===== config.mk =====
export PLATFORM = sky130hd
export DESIGN_NAME = i8288_bus_ctrl
export DESIGN_NICKNAME = d
export VERILOG_FILES = /design/src/rtl/i8288_bus_ctrl.sv
export SDC_FILE = /design/constraint.sdc
export NUM_CORES = 1
export LEC_CHECK = 0
export CAP_MARGIN = 25
export CORE_UTILIZATION = 47
export CTS_CLUSTER_SIZE = 40
export DETAILED_ROUTE_END_ITERATION = 6
export HOLD_SLACK_MARGIN = 0.02
export PLACE_DENSITY = 0.94
export SETUP_SLACK_MARGIN = 0.4
export SLEW_MARGIN = 20
export SYNTH_ARGS = -nofsm -noshare
export SYNTH_HDL_FRONTEND = slang
export SYNTH_SLANG_ARGS = --single-unit

===== constraint.sdc =====
create_clock -name CLK -period 3 [get_ports CLK]
set_input_delay 0.6 -clock CLK [delete_from_list [all_inputs] [get_ports CLK]]
set_output_delay 0.6 -clock CLK [all_outputs]
set_load 0.02 [all_outputs]

===== src/rtl/i8288_bus_ctrl.sv =====
// 8288-style bus controller: turns 8088 S2..S0 status into ALE, address latch, commands and
// transceiver controls. Define I8288_ADV_WRITE_EN to assert AMWC_N/AIOWC_N one clock early.
module i8288_bus_ctrl #(
    parameter int ADDR_W = 20
) (
    input  logic              CLK,
    input  logic              RESET_N,
    input  logic [2:0]        S2_S0,
    input  logic [ADDR_W-1:0] AD_IN,
    output logic              ALE,
    output logic [ADDR_W-1:0] ADDR,
    output logic              MEMR_N,
    output logic              MEMW_N,
    output logic              AMWC_N,
    output logic              IOR_N,
    output logic              IOW_N,
    output logic              AIOWC_N,
    output logic              INTA_N,
    output logic              DT_R_N,
    output logic              DEN,
    output logic              BUSY,
    output logic              HALT,
    output logic [3:0]        WAIT_CNT
);

    typedef enum logic [2:0] {ST_IDLE, ST_TS1, ST_TS2, ST_TS3, ST_TS4, ST_HALTED} state_t;
    typedef enum logic [2:0] {CYC_NONE, CYC_INTA, CYC_IOR, CYC_IOW, CYC_MEMR, CYC_MEMW} cyc_t;

    localparam logic [2:0] STS_PASSIVE = 3'b111;
    localparam logic [2:0] STS_HALT    = 3'b011;

    function automatic cyc_t decode_status(input logic [2:0] sts);
        case (sts)
            3'b000:         return CYC_INTA;
            3'b001:         return CYC_IOR;
            3'b010:         return CYC_IOW;
            3'b100, 3'b101: return CYC_MEMR;
            3'b110:         return CYC_MEMW;
            default:        return CYC_NONE;
        endcase
    endfunction

    state_t            state_q, state_d;
    cyc_t              cyc_q, cyc_d;
    logic [ADDR_W-1:0] addr_q, addr_d;
    logic [3:0]        wait_cnt_q, wait_cnt_d;
    logic              ale_q, ale_d;
    logic              memr_n_q, memr_n_d;
    logic              memw_n_q, memw_n_d;
    logic              amwc_n_q, amwc_n_d;
    logic              ior_n_q, ior_n_d;
    logic              iow_n_q, iow_n_d;
    logic              aiowc_n_q, aiowc_n_d;
    logic              inta_n_q, inta_n_d;
    logic              dt_r_n_q, dt_r_n_d;
    logic              den_q, den_d;
    logic              busy_q, busy_d;
    logic              halt_q, halt_d;
    logic              in_cmd, in_ts3, is_read;

    always_comb begin
        // NOTE: every variable gets a default before the case so no path leaves it unassigned (no latch).
        state_d    = state_q;
        cyc_d      = cyc_q;
        addr_d     = addr_q;
        wait_cnt_d = wait_cnt_q;
        case (state_q)
            ST_IDLE, ST_TS4: begin
                if (S2_S0 == STS_HALT) begin
                    state_d = ST_HALTED;
                end else if (S2_S0 != STS_PASSIVE) begin
                    state_d = ST_TS1;
                    cyc_d   = decode_status(S2_S0);
                end else begin
                    state_d = ST_IDLE;
                end
            end
            ST_TS1: begin
                addr_d     = AD_IN;
                wait_cnt_d = '0;
                state_d    = ST_TS2;
            end
            ST_TS2: state_d = ST_TS3;
            ST_TS3: begin
                if (S2_S0 != STS_PASSIVE) begin
                    if (wait_cnt_q != 4'hF) begin
                        wait_cnt_d = wait_cnt_q + 4'd1;
                    end
                end else begin
                    state_d = ST_TS4;
                end
            end
            ST_HALTED: begin
                if (S2_S0 == STS_PASSIVE) begin
                    state_d = ST_IDLE;
                end
            end
            default: state_d = ST_IDLE;
        endcase
    end

    // Outputs are decoded from the next state so each registered output lines up with its state.
    always_comb begin
        in_cmd   = (state_d == ST_TS2) || (state_d == ST_TS3);
        in_ts3   = (state_d == ST_TS3);
        is_read  = (cyc_d == CYC_INTA) || (cyc_d == CYC_IOR) || (cyc_d == CYC_MEMR);
        ale_d    = (state_d == ST_TS1);
        busy_d   = (state_d == ST_TS1) || in_cmd;
        halt_d   = (state_d == ST_HALTED);
        den_d    = in_cmd;
        dt_r_n_d = !(in_cmd && is_read);
        memr_n_d = !(in_cmd && cyc_d == CYC_MEMR);
        ior_n_d  = !(in_cmd && cyc_d == CYC_IOR);
        inta_n_d = !(in_cmd && cyc_d == CYC_INTA);
        memw_n_d = !(in_ts3 && cyc_d == CYC_MEMW);
        iow_n_d  = !(in_ts3 && cyc_d == CYC_IOW);
`ifdef I8288_ADV_WRITE_EN
        amwc_n_d  = !(in_cmd && cyc_d == CYC_MEMW);
        aiowc_n_d = !(in_cmd && cyc_d == CYC_IOW);
`else
        amwc_n_d  = memw_n_d;
        aiowc_n_d = iow_n_d;
`endif
    end

    // NOTE: state and outputs use non-blocking assignments so all flops update from pre-edge values.
    always_ff @(posedge CLK or negedge RESET_N) begin
        if (!RESET_N) begin
            state_q    <= ST_IDLE;
            cyc_q      <= CYC_NONE;
            addr_q     <= '0;
            wait_cnt_q <= '0;
            ale_q      <= 1'b0;
            memr_n_q   <= 1'b1;
            memw_n_q   <= 1'b1;
            amwc_n_q   <= 1'b1;
            ior_n_q    <= 1'b1;
            iow_n_q    <= 1'b1;
            aiowc_n_q  <= 1'b1;
            inta_n_q   <= 1'b1;
            dt_r_n_q   <= 1'b1;
            den_q      <= 1'b0;
            busy_q     <= 1'b0;
            halt_q     <= 1'b0;
        end else begin
            state_q    <= state_d;
            cyc_q      <= cyc_d;
            addr_q     <= addr_d;
            wait_cnt_q <= wait_cnt_d;
            ale_q      <= ale_d;
            memr_n_q   <= memr_n_d;
            memw_n_q   <= memw_n_d;
            amwc_n_q   <= amwc_n_d;
            ior_n_q    <= ior_n_d;
            iow_n_q    <= iow_n_d;
            aiowc_n_q  <= aiowc_n_d;
            inta_n_q   <= inta_n_d;
            dt_r_n_q   <= dt_r_n_d;
            den_q      <= den_d;
            busy_q     <= busy_d;
            halt_q     <= halt_d;
        end
    end

    assign ALE      = ale_q;
    assign ADDR     = addr_q;
    assign MEMR_N   = memr_n_q;
    assign MEMW_N   = memw_n_q;
    assign AMWC_N   = amwc_n_q;
    assign IOR_N    = ior_n_q;
    assign IOW_N    = iow_n_q;
    assign AIOWC_N  = aiowc_n_q;
    assign INTA_N   = inta_n_q;
    assign DT_R_N   = dt_r_n_q;
    assign DEN      = den_q;
    assign BUSY     = busy_q;
    assign HALT     = halt_q;
    assign WAIT_CNT = wait_cnt_q;

endmodule


Word-level counts from Yosys, hierarchy flattened --
Cells that the tools add are included.
Cells by class: equality and inequality tests 25, reductions and logical operators 22, muxes and demuxes 12, add/sub/neg operators 1
Operators by type and width (count):
- one-hot mux 3 bit (5 select lines) | 2
- == test 3 bit (second input constant) | 9
- == test 3 x 2 -> 1 bit (second input constant) | 8
- two-way mux 3 bit | 6
- == test 3 x 1 -> 1 bit (second input constant) | 4
- two-way mux 4 bit | 2
- one-hot mux 4 bit (2 select lines) | 1
- logical AND 1 bit | 6
- logical NOT 1 bit | 6
- logical NOT 3 bit | 2
- adder 4 x 1 -> 4 bit (second input constant) | 1
- logical OR 1 bit | 4
- != test 2 bit (second input constant) | 2
- != test 4 bit (second input constant) | 1
- OR reduction 2 bit | 2
- != test 3 bit (second input constant) | 1
- AND reduction 3 bit | 1
- nonzero test 2 bit | 1
- two-way mux 1 bit | 1
Storage, ports and cells: input bits 25, bits in registers 40, output and inout bits 36

Depth between registers and ports, before layout --
depth in word-level cells 11, gate-level depth with buffers 5

Worst setup path after synthesis --
OpenSTA, ideal clock, no wires.
path kind in2reg, start in S2_S0[0], end reg dt_r_n_q (netlist: DT_R_N), library setup time 0.075 ns, data arrival time 1.652 ns, slack 1.273 ns, cell stages on the path 5, buffers on the path 1, path through buf_6 -> a211oi_4 -> mux2_4 -> xnor2_1 -> a2bb2oi_1
On the way: longest elaborated chain between the ends 11, elaborated cells on any way between the ends 29
RTL lines:
- start, declared | RTL line 8 | input logic [2:0] S2_S0,
- == test 3 bit | RTL line 33 | case (sts)
- OR reduction 2 bit | RTL line 33
- one-hot mux 3 bit (5 select lines) | RTL line 33
- two-way mux 3 bit | RTL line 71 | end else if (S2_S0 != STS_PASSIVE) begin
- two-way mux 3 bit (*) | RTL line 69 | if (S2_S0 == STS_HALT) begin
- two-way mux 3 bit (*) | RTL line 67 | case (state_q)
- net cyc_d[2] | RTL line 44 | cyc_t cyc_q, cyc_d;
- == test 3 x 1 -> 1 bit or == test 3 x 2 -> 1 bit (tied branches) | RTL line 106 | is_read = (cyc_d == CYC_INTA) || (cyc_d == CYC_IOR) || (cyc_d == CYC_MEMR);
- logical OR 1 bit | RTL line 106
- logical OR 1 bit (*) | RTL line 106
- logical AND 1 bit (*) | RTL line 111 | dt_r_n_d = !(in_cmd && is_read);
- logical NOT 1 bit (*) | RTL line 111
- net dt_r_n_d | RTL line 55 | logic dt_r_n_q, dt_r_n_d;
- end signal, assigned | RTL line 158 | dt_r_n_q <= dt_r_n_d;
- end, declared | RTL line 55
The timed path passes the listed nets; every way through them passes the cells marked *. A chain may end at the register's enable or synchronous reset.

Worst setup path in the final report --
start reg aiowc_n_q (netlist: AIOWC_N), end out AIOWC_N
RTL lines:
- start, declared | RTL line 53 | logic aiowc_n_q, aiowc_n_d;
- start signal, assigned | RTL line 156 | aiowc_n_q <= aiowc_n_d;
- end, declared | RTL line 17 | output logic AIOWC_N,
No word-level cell between the ends.

==> summary.txt <==
Power
  – Share of total power in sequential cells: 0.378
  – Peak VDD IR: around 0.43 mV
  – P_sw: 937 uW
  – Sw frac: 0.373
  – PD cells: ~1100 nW/um^2
  – Gate power share: 0.524
  – Clk pwr share: 0.098
  – Lkg Pwr: slightly below 1 nW
  – Internal: roughly 1.6 mW

Die
  – Die height: between 60 and 70 um
  – Full die area: between 3000 and 4000 um^2
  – Initial Util: 0.499
  – Area of the core: roughly 3400 um^2
  – Row cnt: 21
  – Ports: just over 60
  – Die width: about 62 um

Worst setup path
  – FF-to-FF path depth: 3
  – CP max FO: 2
  – Reg2reg setup slack: 1.14 ns
  – Crit path required time: about 2.4 ns
  – Worst r2r dst: ADDR[15]
  – Family with the most delay on the worst path: buffers and inverters
  – Worst r2r src: state_q[1]
  – CP cell instances: clkdlybuf4s50_1
  – WP data arrival: 1.48 ns
  – Critical Path Start: AIOWC_N
  – Classification of the worst setup path: reg -> out
  – CP Launch Type: register
  – Crit-path max cell delay: approximately 0.6 ns
  – WP buf/inv: 1
  – Worst setup EP type: output pin
  – Crit path max-delay cell type: clkdlybuf4s50_1

Cells and area
  – Fin util: 0.695
  – Antenna diodes: 0
  – Layout net count: 210
  – Fill cells: between 200 and 250
  – Area Growth Syn to Fin: 39.3%
  – Layout cells sized above 1: 0.238

Clock tree
  – H-tree depth: 2
  – CTS Buf Count: 5
  – CTS tree: built
  – Clk pin slew, worst setup/hold paths: ~0.11 ns
  – Post-CTS setup buffers: 0
  – Cts-stage hold buffer count: 0
  – CTS Root Buffer Type: clkbuf_4
  – Clock Path Buffers: 2
  – CTS resizes: 0
  – TritonCTS Sinks: 40
  – Worst skew pair latency: between 0.3 and 0.4 ns

Drt
  – Vias: 1175
  – DRC Markers: 0
  – Wire length per cell: around 14 um
  – Vias per cell: roughly 5
  – Drt initial violations: 16
  – Routed WL: about 3200 um
  – Routed Antenna Nets: 0
  – Drt pass-1 iters: 4

STA
  – Final min period: a little over 2 ns
  – Count of pins over their slew limit: 0
  – Final worst-path setup slack: ~0.92 ns
  – Setup violators final: 0
  – Tcrit/Tclk final: 0.693
  – Slew @ Worst Pin: roughly 0.82 ns
  – Slew margin rel.: 0.450
  – Setup TNS: 0 ns
  – Final Hold Fails: 0
  – Highest clock rate: slightly below 500 MHz
  – RSZ-0062 raised after global routing: no
  – Setup Skew: roughly 0.012 ns

Synthesis
  – Post-synthesis cell type count: 40
  – Synthesized instance count: around 120
  – Cell taking the most area after synthesis: dfrtp_1
  – Syn_nets: about 150
  – Top cell type's share of synthesized area: 0.503
  – Area contributors post-synth: dfrtp_1 50%, mux2_2 13%, dfstp_2 9.3%
  – Sequential share of the synthesized area: 0.596
  – Syn_area_per_cell: 13.8 um^2
  – Warnings, synthesis: 0
  – #FFs+latches synth: 40
  – Post-synthesis cell area: 1690 um^2

Status
  – Status: complete, no violations

Global route
  – Largest net degree at the start of global routing: between 40 and 50
  – Initial antenna violation count: 0
  – GRT overflow: 0
  – Global-route wire length before repair: around 5000 um
  – Total GRT Usage: 0.189
  – Number of global-route vias before repair: roughly 1100

Placement
  – HPWL after detailed placement: about 2400 um
  – Number of buffers added on ports: 60
  – GPL Wtd Cong: approximately 0.81
  – DP Worst Slack: 0.687 ns

Min path
  – Type of the most critical hold path: in -> async

Flow run
  – Max cap viols: 0
## Yosys cell counts
cell type,count
dfrtp_1,34
mux2_2,19
nand2_1,8
dfstp_2,6
inv_1,5
o21ai_0,5
nand2b_1,3
nand3_1,3
nor3_1,3
buf_2,2
buf_4,2
buf_6,2
nand4_1,2
o211a_1,2
xnor2_1,2
a211oi_4,1
a21oi_1,1
a221oi_1,1
a2bb2oi_1,1
a41o_1,1
and2_2,1
and2b_1,1
and3_1,1
and3_2,1
clkbuf_2,1
ha_1,1
mux2_1,1
mux2_4,1
mux2i_1,1
nand3b_1,1
nor2_1,1
nor3_4,1
nor3b_2,1
o211ai_2,1
o21bai_1,1
o22a_2,1
o32a_4,1
or2_2,1
or2_4,1
or3_1,1
## placed cells by master, fill, tap and decap left out, drive strengths merged, types with 2 or more instances in the layout
| cell | count |
|---|---|
| nand3 | 3 |
| dfstp | 6 |
| xnor2 | 2 |
| buf | 2 |
| inv | 5 |
| clkbuf | 7 |
| and3 | 2 |
| o21ai | 5 |
| dfrtp | 34 |
| clkdlybuf4s50 | 59 |
| nand2b | 3 |
| or2 | 2 |
| mux2 | 21 |
| o211a | 2 |
| nand4 | 2 |
| nor3 | 4 |
| nand2 | 8 |
## stage by stage
step | hold slack, ns | power (mW) | instances | area, um^2
2_1_floorplan | 0.304 | 1.73 | 123 | 1690
3_3_place_gp | 0.468 | 2.23 | 223 | 2310
3_5_place_dp | 0.494 | 2.29 | 223 | 2310
4_1_cts | 0.377 | 2.54 | 231 | 2360
5_1_grt | 0.422 | 2.69 | 231 | 2360
6_report | 0.348 | 2.51 | 231 | 2360
## final cells by class
type / count / area, um^2 / share of cell area
multi-input combinational: 71 / 618 / 0.262
timing repair buffer: 61 / 603 / 0.256
clock inverter: 1 / 5.00 / 0.00212
inverter: 5 / 18.8 / 0.00797
tap: 46 / 57.6 / 0.0244
clock buffer: 7 / 45.0 / 0.0191
sequential: 40 / 1010 / 0.428
## metal layers
layer	track usage	wire, um	vias up
met1	0.210	1290	568
li1	-	-	553
met4	0.117	70	0
met3	0.0373	201	7
met2	0.333	1670	47
met5	0	0	-
## sequential cells by signal (all words and copies together), names as in the netlist, 3 cells and up
signal / count
ADDR: 20
WAIT_CNT: 4
cyc_q: 3
state_q: 3
## worst reg2reg max path, cell delays in order, from the launching register on
cell and delay, ns:
dfrtp_1 0.56, nor3b_4 0.50, buf_4 0.32, mux2_1 0.36
## cells by family after synthesis
kind of cell | Yosys count | synth area share
mux | 22 | 0.148
flops | 40 | 0.596
buf+inv | 12 | 0.0422
fa+ha+maj | 1 | 0.00740
simple gates | 30 | 0.107
xor+xnor | 2 | 0.0104
compound gates | 16 | 0.0888
## power groups by stage
stage | Clock [mW] | Sequential (mW) | Combinational (mW)
after global placement | 0 | 0.942 | 1.29
after detailed placement | 0 | 0.964 | 1.33
after CTS | 0.255 | 0.955 | 1.33
after global routing | 0.281 | 0.985 | 1.42
final | 0.247 | 0.950 | 1.32
after floorplan | 0 | 1.17 | 0.567
## worst max path at each step
| stage | endpoint | slack [ns] | cells past startpoint |
|---|---|---|---|
| final | AIOWC_N | 0.92 | 1 |
| after CTS | AMWC_N | 0.91 | 1 |
| after floorplan | DT_R_N | 1.27 | 5 |
| after global placement | DT_R_N | 0.75 | 5 |
| after global routing | MEMW_N | 0.86 | 1 |
| after detailed placement | DT_R_N | 0.69 | 5 |
Power figures use the tool's default switching activity.
